$ cat config.mk
export PLATFORM = sky130hd
export DESIGN_NAME = uart_tx_arbiter_flat
export DESIGN_NICKNAME = d
export VERILOG_FILES = /design/src/rtl/uart_tx_arbiter_if.sv /design/src/rtl/uart_tx_arbiter.sv /design/src/flat_wrapper.sv
export SDC_FILE = /design/constraint.sdc
export NUM_CORES = 1
export LEC_CHECK = 0
export CORE_AREA = 2 2 73 75
export DETAILED_ROUTE_END_ITERATION = 10
export DIE_AREA = 0 0 75 77
export HOLD_SLACK_MARGIN = 0.02
export MAX_ROUTING_LAYER = met4
export PLACE_DENSITY = 0.66
export RECOVER_POWER = 100
export SYNTH_ARGS = -nofsm -noshare
export SYNTH_HDL_FRONTEND = slang
export SYNTH_SLANG_ARGS = --single-unit
$ cat constraint.sdc
create_clock -name tx_clk -period 4.5 [get_ports tx_clk]
set_clock_uncertainty 0.05 [all_clocks]
set_input_delay 1.125 -clock tx_clk [delete_from_list [all_inputs] [get_ports tx_clk]]
set_output_delay 1.125 -clock tx_clk [all_outputs]
set_load 0.05 [all_outputs]
$ cat src/rtl/uart_tx_arbiter_if.sv
// rtl/uart_tx_arbiter_if.sv - requester and transmit-core handshake bundle for uart_tx_arbiter
interface uart_tx_arbiter_if #(
    parameter int NUM_REQ = 4,
    parameter int CNT_W   = 16
);
    localparam int GID_W = $clog2(NUM_REQ);

    logic [NUM_REQ-1:0]   req_valid;
    logic [8*NUM_REQ-1:0] req_data;
    logic [NUM_REQ-1:0]   req_last;
    logic [NUM_REQ-1:0]   req_ready;
    logic                 core_valid;
    logic [7:0]           core_data;
    logic                 core_ready;
    logic                 core_done;
    logic [GID_W-1:0]     grant_id;
    logic                 busy;
    logic [CNT_W-1:0]     byte_cnt;

    // Environment side: requesters and transmit core
    modport master (
        output req_valid, req_data, req_last, core_ready, core_done,
        input  req_ready, core_valid, core_data, grant_id, busy, byte_cnt
    );

    // Arbiter side
    modport slave (
        input  req_valid, req_data, req_last, core_ready, core_done,
        output req_ready, core_valid, core_data, grant_id, busy, byte_cnt
    );
endinterface

$ cat src/rtl/uart_tx_arbiter.sv
// rtl/uart_tx_arbiter.sv - round-robin byte arbiter feeding one UART tx core; `define UART_TX_ARB_LOCK_EN for packet lock
module uart_tx_arbiter #(
    parameter int NUM_REQ = 4,
    parameter int CNT_W   = 16
) (
    input  logic            tx_clk,
    input  logic            reset_n,
    uart_tx_arbiter_if.slave bus
);
    localparam int GID_W = $clog2(NUM_REQ);

    typedef enum logic [1:0] {
        ST_IDLE      = 2'd0,
        ST_ISSUE     = 2'd1,
        ST_WAIT_DONE = 2'd2
    } state_t;

    state_t           state_q;
    state_t           state_d;
    logic [GID_W-1:0] rr_q;
    logic [GID_W-1:0] grant_q;
    logic [GID_W-1:0] rr_next;
    logic [GID_W-1:0] arb_idx;
    logic [GID_W-1:0] scan_idx;
    logic [GID_W-1:0] cap_idx;
    logic             arb_found;
    logic             capture;
    logic             done_ok;
    logic             rr_adv;
    logic [7:0]       data_q;
    logic [CNT_W-1:0] cnt_q;

`ifdef UART_TX_ARB_LOCK_EN
    logic             last_q;
    logic             lock_q;
    logic             lock_set;
    logic             lock_clr;
`else
    logic             unused_last;
    assign unused_last = ^bus.req_last;
`endif

    assign rr_next = (grant_q == GID_W'(NUM_REQ - 1)) ? '0 : grant_q + GID_W'(1);

    // Pick the first valid requester at or after the rr pointer; a held lock narrows the choice to the owner
    always_comb begin
        arb_found = 1'b0;
        arb_idx   = rr_q;
        scan_idx  = rr_q;
        for (int i = 0; i < NUM_REQ; i++) begin
            scan_idx = GID_W'((int'(rr_q) + i) % NUM_REQ);
            if (!arb_found && bus.req_valid[scan_idx]) begin
                arb_found = 1'b1;
                arb_idx   = scan_idx;
            end
        end
`ifdef UART_TX_ARB_LOCK_EN
        if (lock_q) begin
            arb_found = bus.req_valid[grant_q];
            arb_idx   = grant_q;
        end
`endif
    end

    // State register
    always_ff @(posedge tx_clk or negedge reset_n) begin
        if (!reset_n) begin
            state_q <= ST_IDLE;
        end else begin
            state_q <= state_d;
        end
    end

    // Next state, accept pulse and core handshake
    always_comb begin
        state_d        = state_q;
        capture        = 1'b0;
        cap_idx        = grant_q;
        done_ok        = 1'b0;
        rr_adv         = 1'b0;
        bus.core_valid = 1'b0;
        bus.req_ready  = '0;
`ifdef UART_TX_ARB_LOCK_EN
        lock_set       = 1'b0;
        lock_clr       = 1'b0;
`endif
        case (state_q)
            ST_IDLE: begin
                if (arb_found) begin
                    capture = 1'b1;
                    cap_idx = arb_idx;
                    state_d = ST_ISSUE;
`ifdef UART_TX_ARB_LOCK_EN
                    lock_clr = 1'b1;
`endif
                end
            end
            ST_ISSUE: begin
                if (bus.core_ready) begin
                    bus.core_valid = 1'b1;
                    state_d        = ST_WAIT_DONE;
                end
            end
            ST_WAIT_DONE: begin
                if (bus.core_done) begin
                    done_ok = 1'b1;
`ifdef UART_TX_ARB_LOCK_EN
                    if (!last_q && bus.req_valid[grant_q]) begin
                        capture = 1'b1;
                        cap_idx = grant_q;
                        state_d = ST_ISSUE;
                    end else if (!last_q) begin
                        lock_set = 1'b1;
                        state_d  = ST_IDLE;
                    end else begin
                        rr_adv   = 1'b1;
                        lock_clr = 1'b1;
                        state_d  = ST_IDLE;
                    end
`else
                    rr_adv  = 1'b1;
                    state_d = ST_IDLE;
`endif
                end
            end
            default: state_d = ST_IDLE;
        endcase
        // Keep the accept pulse quiet while reset is held so no requester loses a byte to it
        if (!reset_n) begin
            capture = 1'b0;
        end
        if (capture) begin
            bus.req_ready[cap_idx] = 1'b1;
        end
    end

    // Capture the granted byte and grant index; data stays put through the core's load cycle
    always_ff @(posedge tx_clk or negedge reset_n) begin
        if (!reset_n) begin
            data_q  <= 8'h00;
            grant_q <= '0;
        end else if (capture) begin
            data_q  <= bus.req_data[{cap_idx, 3'b000} +: 8];
            grant_q <= cap_idx;
        end
    end

    // Advance the round-robin pointer past the requester that just finished
    always_ff @(posedge tx_clk or negedge reset_n) begin
        if (!reset_n) begin
            rr_q <= '0;
        end else if (rr_adv) begin
            rr_q <= rr_next;
        end
    end

    // Count completed bytes, wrapping naturally
    always_ff @(posedge tx_clk or negedge reset_n) begin
        if (!reset_n) begin
            cnt_q <= '0;
        end else if (done_ok) begin
            cnt_q <= cnt_q + CNT_W'(1);
        end
    end

`ifdef UART_TX_ARB_LOCK_EN
    // Track packet boundary and hold the grant until the requester's last byte
    always_ff @(posedge tx_clk or negedge reset_n) begin
        if (!reset_n) begin
            last_q <= 1'b0;
            lock_q <= 1'b0;
        end else begin
            if (capture) begin
                last_q <= bus.req_last[cap_idx];
            end
            if (lock_set) begin
                lock_q <= 1'b1;
            end else if (lock_clr) begin
                lock_q <= 1'b0;
            end
        end
    end
`endif

    assign bus.core_data = data_q;
    assign bus.grant_id  = grant_q;
    assign bus.byte_cnt  = cnt_q;
    assign bus.busy      = (state_q != ST_IDLE);

endmodule

$ cat src/flat_wrapper.sv
// flat-port wrapper written by rule: the top's interface ports become plain ports
module uart_tx_arbiter_flat 
#(
    parameter int NUM_REQ = 4,
    parameter int CNT_W   = 16
)
  (tx_clk, reset_n, bus_req_valid, bus_req_data, bus_req_last, bus_core_ready, bus_core_done, bus_req_ready, bus_core_valid, bus_core_data, bus_grant_id, bus_busy, bus_byte_cnt);
  uart_tx_arbiter_if #(.NUM_REQ(NUM_REQ), .CNT_W(CNT_W)) bus_i ();
  input  logic tx_clk;
  input  logic reset_n;
  input wire logic [$bits(bus_i.req_valid)-1:0] bus_req_valid;
  input wire logic [$bits(bus_i.req_data)-1:0] bus_req_data;
  input wire logic [$bits(bus_i.req_last)-1:0] bus_req_last;
  input wire logic [$bits(bus_i.core_ready)-1:0] bus_core_ready;
  input wire logic [$bits(bus_i.core_done)-1:0] bus_core_done;
  output wire logic [$bits(bus_i.req_ready)-1:0] bus_req_ready;
  output wire logic [$bits(bus_i.core_valid)-1:0] bus_core_valid;
  output wire logic [$bits(bus_i.core_data)-1:0] bus_core_data;
  output wire logic [$bits(bus_i.grant_id)-1:0] bus_grant_id;
  output wire logic [$bits(bus_i.busy)-1:0] bus_busy;
  output wire logic [$bits(bus_i.byte_cnt)-1:0] bus_byte_cnt;
  assign bus_i.req_valid = bus_req_valid;
  assign bus_i.req_data = bus_req_data;
  assign bus_i.req_last = bus_req_last;
  assign bus_i.core_ready = bus_core_ready;
  assign bus_i.core_done = bus_core_done;
  assign bus_req_ready = bus_i.req_ready;
  assign bus_core_valid = bus_i.core_valid;
  assign bus_core_data = bus_i.core_data;
  assign bus_grant_id = bus_i.grant_id;
  assign bus_busy = bus_i.busy;
  assign bus_byte_cnt = bus_i.byte_cnt;
  uart_tx_arbiter #(.NUM_REQ(NUM_REQ), .CNT_W(CNT_W)) u_core (.tx_clk(tx_clk), .reset_n(reset_n), .bus(bus_i));
endmodule
* Word-level counts from Yosys, hierarchy flattened
Cells that the tools add are included.
Widths: inputs -> output; s select.
** Storage, ports and cells
- Register bits :: 30
- Bits of input ports :: 44
- Output and inout bits :: 32
- Logic and storage cells :: 65
** Cells by class
- $add $sub $neg :: 5
- $lt $le $gt $ge :: 6
- Eq/ne operators :: 6
- Shift operators :: 1
- Muxes and demuxes :: 32
- Reduce and logical (&&, ||, !) cells :: 10
** Operators by type and width (count)
- $shiftx 32x6->8 :: 1
- $mux 2 :: 9
- $add 16x1->16 const B :: 1
- $mux 1 :: 16
- $lt 2x3->1 const B :: 5
- $bmux 1 s2 :: 4
- $pmux 2 s3 :: 1
- $add 2x1->2 const B :: 2
- $add 2x2->2 const B :: 2
- $eq 2x2->1 const B :: 2
- $logic_and 1x1->1 :: 4
- $mux 4 :: 1
- $ne 2x2->1 const B :: 2
- $logic_not 1->1 :: 3
- $reduce_and 3->1 :: 1
- $demux 1 s2 :: 1
- $eq 2x1->1 const B :: 1
- $ge 2x1->1 const B :: 1
- $logic_not 2->1 :: 1
- $ne 2x1->1 const B :: 1
- $reduce_bool 2->1 :: 1

* Longest topological paths before layout
Gate-level depths: netlist of run 1.
- Word-level depth :: 19
- Gate-level depth with buffers :: 7
- Gate-level depth less buffers :: 6

* Worst setup path after synthesis of run 1
No wires, ideal clock.
- Kind :: input port to output port
- Start point :: in bus_req_valid[0]
- End point :: out bus_req_ready[1]
- Arrival time :: 2.749 ns
- Required time :: 3.325 ns
- Path slack :: 0.576 ns
- Stages on the path :: 6
- Cells stage by stage :: nor2b_1 > o21a_1 > or3_1 > buf_6 > buf_6 > nor2_1
** Between the ends
- Cells in the longest elaborated chain, start to end :: 19
** Ends and longest elaborated chain
- start, declared :: RTL line flat_wrapper.sv:11 : input wire logic [$bits(bus_i.req_valid)-1:0] bus_req_valid;
- $bmux 1 s2 :: RTL line uart_tx_arbiter.sv:52 : if (!arb_found && bus.req_valid[scan_idx]) begin
- $mux 1 (not written as such) :: RTL line uart_tx_arbiter.sv:52
- $mux 1 :: RTL line uart_tx_arbiter.sv:52
- $logic_not 1->1 :: RTL line uart_tx_arbiter.sv:52
- $logic_and 1x1->1 :: RTL line uart_tx_arbiter.sv:52
- $mux 1 :: RTL line uart_tx_arbiter.sv:52
- $logic_not 1->1 :: RTL line uart_tx_arbiter.sv:52
- $logic_and 1x1->1 :: RTL line uart_tx_arbiter.sv:52
- (+3 left out)
- $mux 2 / $mux 1 (equally long branches) :: RTL line uart_tx_arbiter.sv:52
- $mux 2 :: RTL line uart_tx_arbiter.sv:89 : if (arb_found) begin
- $mux 2 :: RTL line uart_tx_arbiter.sv:87 : case (state_q)
- $lt 2x3->1 (not written as such) / $ge 2x1->1 (equally long branches) :: RTL line uart_tx_arbiter.sv:133 : bus.req_ready[cap_idx] = 1'b1;
- $logic_and 1x1->1 (not written as such) :: RTL line uart_tx_arbiter.sv:133
- $mux 1 (not written as such) :: RTL line uart_tx_arbiter.sv:133
- $demux 1 s2
- $mux 4 (*) :: RTL line uart_tx_arbiter.sv:132 : if (capture) begin
- end, declared :: RTL line flat_wrapper.sv:16 : output wire logic [$bits(bus_i.req_ready)-1:0] bus_req_ready;
Every way passes the cells marked *; elsewhere a longest branch is shown, timed or not. The select of a mux whose other input is x is not followed.

* Worst setup path after layout of run 1
- Start point :: in bus_req_valid[1]
- End point :: out bus_req_ready[3]
The elaborated chain is that of the path after synthesis.

==> results of run 1 <==
-- state kept, by name (all words and copies together) (netlist names) --
register	cells
u_core.bus.byte_cnt	16
u_core.bus.core_data	8
u_core.bus.grant_id	2
u_core.rr_q	2
u_core.state_q	2
-- worst paths after layout --
kind | from | end | slack, ns | cells past startpoint
max | bus_req_valid[1] | bus_req_ready[3] | 0.28 | 6
min | u_core.bus.byte_cnt[15]$_DFFE_PN0P_ | u_core.bus.byte_cnt[15]$_DFFE_PN0P_ | 0.43 | 1
max reg2reg | u_core.rr_q[1]$_DFFE_PN0P_ | u_core.bus.core_data[2]$_DFFE_PN0P_ | 2.50 | 6
min reg2reg | u_core.bus.byte_cnt[15]$_DFFE_PN0P_ | u_core.bus.byte_cnt[15]$_DFFE_PN0P_ | 0.43 | 1
max in group asynchronous | reset_n | u_core.bus.byte_cnt[7]$_DFFE_PN0P_ | 2.79 | 2
min in group asynchronous | reset_n | u_core.bus.core_data[6]$_DFFE_PN0P_ | 1.33 | 2
-- layout make-up --
cell class                      count  share of cell area
Clock buffer                        8             0.04387
Inverter                            4            0.005982
Multi-Input combinational cell    123              0.3250
Sequential cell                    30              0.2991
Tap cell                           70             0.03490
Timing Repair Buffer               75              0.2911
-- stage by stage --
stage,hold slack (ns),area (um^2)
final,0.4348,2510
after global routing,0.4486,2510
after CTS,0.4389,2577
after detailed placement,0.4208,2467
after global placement,0.4189,2467
after floorplan,0.4647,1629
-- cells in the mapped netlist (3+ instances only) --
cell type   n  area (um^2)
dfrtp_1    30        750.7
nand2_1    25        93.84
a211oi_1    4        30.03
inv_1       4        15.01
or3_1       4        25.02
o221ai_1    7        61.31
nand4_1     3        18.77
and3_1      3        18.77
nand3_1     6        30.03
xor2_1      6        52.55
nor2_1     15        56.30
xnor2_1     9        78.83
mux2i_1    14        140.1
-- cells by family (layout without fill, tap and decap cells) --
family	after synthesis	after routing	share of synthesized area
fa+ha+maj	2	2	0.01536
compound gates	17	17	0.08602
flops	30	30	0.4608
buf+inv	8	87	0.02765
mux	14	14	0.08602
simple gates	75	75	0.2435
xor+xnor	15	15	0.08065
-- layer usage --
metal  global-route usage  vias to the layer above  routed length [um]
met5                    -                        -                   0
met2               0.2254                       48                1922
met3              0.04468                        2                 313
met4              0.03750                        0                  19
met1               0.1849                      682                1863
li1                     -                      730                   -
-- power groups by stage --
stage | sequential (W) | combinational [W] | clock (W)
after floorplan | 0.000607 | 0.000294 | 0
after global placement | 0.000419 | 0.000727 | 0
after detailed placement | 0.000420 | 0.000734 | 0
after CTS | 0.000417 | 0.000736 | 0.000257
after global routing | 0.000423 | 0.000730 | 0.000272
final | 0.000411 | 0.000681 | 0.000249
-- worst max-delay path, delay by kind of cell --
kind | cells | cell delay [ns]
buffers and inverters | 2 | 0.91
AND/OR/NAND/NOR | 4 | 1.00
==> impl_metrics.py, run 1 <==
metrics = {
    "power_and_ir_drop": {
        "comb_power_share": 0.508,
        "ir_drop_uv": 292.6,
        "p_per_area_nw_per_um2": 533.8,
        "p_int_w": 0.0007437,
        "p_sw_frac": 0.4450,
        "switching_power_w": 0.0005962,
        "report.power.total_w": 0.001340,
        "clkPwrFrac": 0.186,
        "power_leakage_nw": 1.178,
        "power_frac_seq": 0.307,
    },
    "place": {
        "gp_congestion": 0.7860,
        "place.port_buffers": 71,
        "dpl_worst_slack_ns": 0.4469,
        "dp.cells": 302,
        "dp_hpwl_um": 3129,
    },
    "global_routing": {
        "grt_max_degree": 32,
        "antenna_found_initial": 0,
        "grt_pass1_wl_um": 6354,
        "grt_pass1_vias": 1394,
        "grt_use_total": 0.1459,
        "grt_overflow": 0,
    },
    "drt": {
        "vias": 1462,
        "drt_wl_total_um": 4119,
        "drt_iter0_markers": 50,
        "detail_route.wl_per_cell_um": 13.29,
        "ant_nets": 0,
        "vias_per_cell": 4.716,
        "dr.pass1.iters": 4,
        "drcViolationCount": 0,
    },
    "logic_synthesis": {
        "syn-cell-area_um2": 1629,
        "async_flop_share": 1.000,
        "synth_edf_count": 0,
        "syn_nets": 207,
        "syn_avg_cell_area_um2": 10.12,
        "yosysSeqAreaShare": 0.4608,
        "ys_types": 34,
        "syn-instance-count": 161,
        "synth-main-ff-cell": "dfrtp_1",
        "synth_seq_cells": 30,
        "ys_warn_count": 0,
    },
    "setup_path": {
        "slowest_delay_ns": 0.61,
        "crit_chain": "dlygate4sd3_1 > or4_1 > and3_1 > nand2_1 > nor2_1 > clkbuf_1",
        "cp.arrival_ns": 3.04,
        "slowest_stage": "dlygate4sd3_1",
        "endpoint_kind": "output port",
        "critPathLaunchType": "input port",
        "cp.required_ns": 3.32,
        "crit_type": "input port to output port",
        "path_max_fanout": 6,
    },
    "clocking": {
        "clock-sinks": 30,
        "clk_pin_slew_ns": 0.06,
        "clockBufferDepth": 2,
        "htree_levels": 2,
        "cts_resized": 0,
        "postCtsSetupBuffers": 0,
        "cts_made_buffers": 5,
        "ctsHoldBuffers": 0,
        "cts_tree": "yes",
        "insertion_delay_ns": 0.27,
        "cts_root_buffer": "clkbuf_8",
    },
    "floorplan": {
        "die_h_um": 77,
        "initial_core_util": 0.3273,
        "core_area_um2": 4977,
        "floorplan.rows": 26,
        "pin_count": 76,
        "dieArea_um2": 5775,
        "die_w_um": 75,
    },
    "timing": {
        "final-hold-violation-count": 0,
        "finalSetupViolCount": 0,
        "fin_ws_ns": 0.2841,
        "period_share": 0.9369,
        "relSlewSlack": 0.5934,
        "fmax_ghz": 0.2372,
        "worst_pin_slew_ns": 0.6126,
        "rsz0062_at_grt": "no",
        "fin_setup_tns_ns": 0,
        "finalCriticalPeriod_ns": 4.216,
        "slew_violations": 0,
    },
    "final_layout": {
        "fin_util": 0.5043,
        "synthToLayoutAreaGrowth_pct": 54.07,
        "diodes": 0,
        "final_common_cell": "clkdlybuf4s50_1",
        "drive_above_1_share": 0.07500,
        "instances_no_fill": 310,
        "layout_common_cells": "35 x clkdlybuf4s50_1, 32 x dlygate4sd3_1, 30 x dfrtp_1, 25 x nand2_1, 15 x nor2_1",
        "nets": 285,
        "ff_latch_area_um2": 750.7,
        "multi_input_comb_area_um2": 815.8,
        "nFillCells": 463,
    },
    "hold_path": {
        "hold_class": "flop to flop",
    },
    "flow_run": {
        "maxCapViolCount": 0,
    },
    "outcome": {
        "status": "completed",
    },
}
Power figures use the tool's default switching activity.
==> run 2, diff against run 1 <==
--- a/config.mk
+++ b/config.mk
@@ -12,6 +12,7 @@
 export MAX_ROUTING_LAYER = met4
 export PLACE_DENSITY = 0.66
 export RECOVER_POWER = 100
+export SKIP_CTS_REPAIR_TIMING = 1
 export SYNTH_ARGS = -nofsm -noshare
 export SYNTH_HDL_FRONTEND = slang
 export SYNTH_SLANG_ARGS = --single-unit
==> results of run 2 <==
The final DEF is identical to that of run 1; final timing and power are the same.
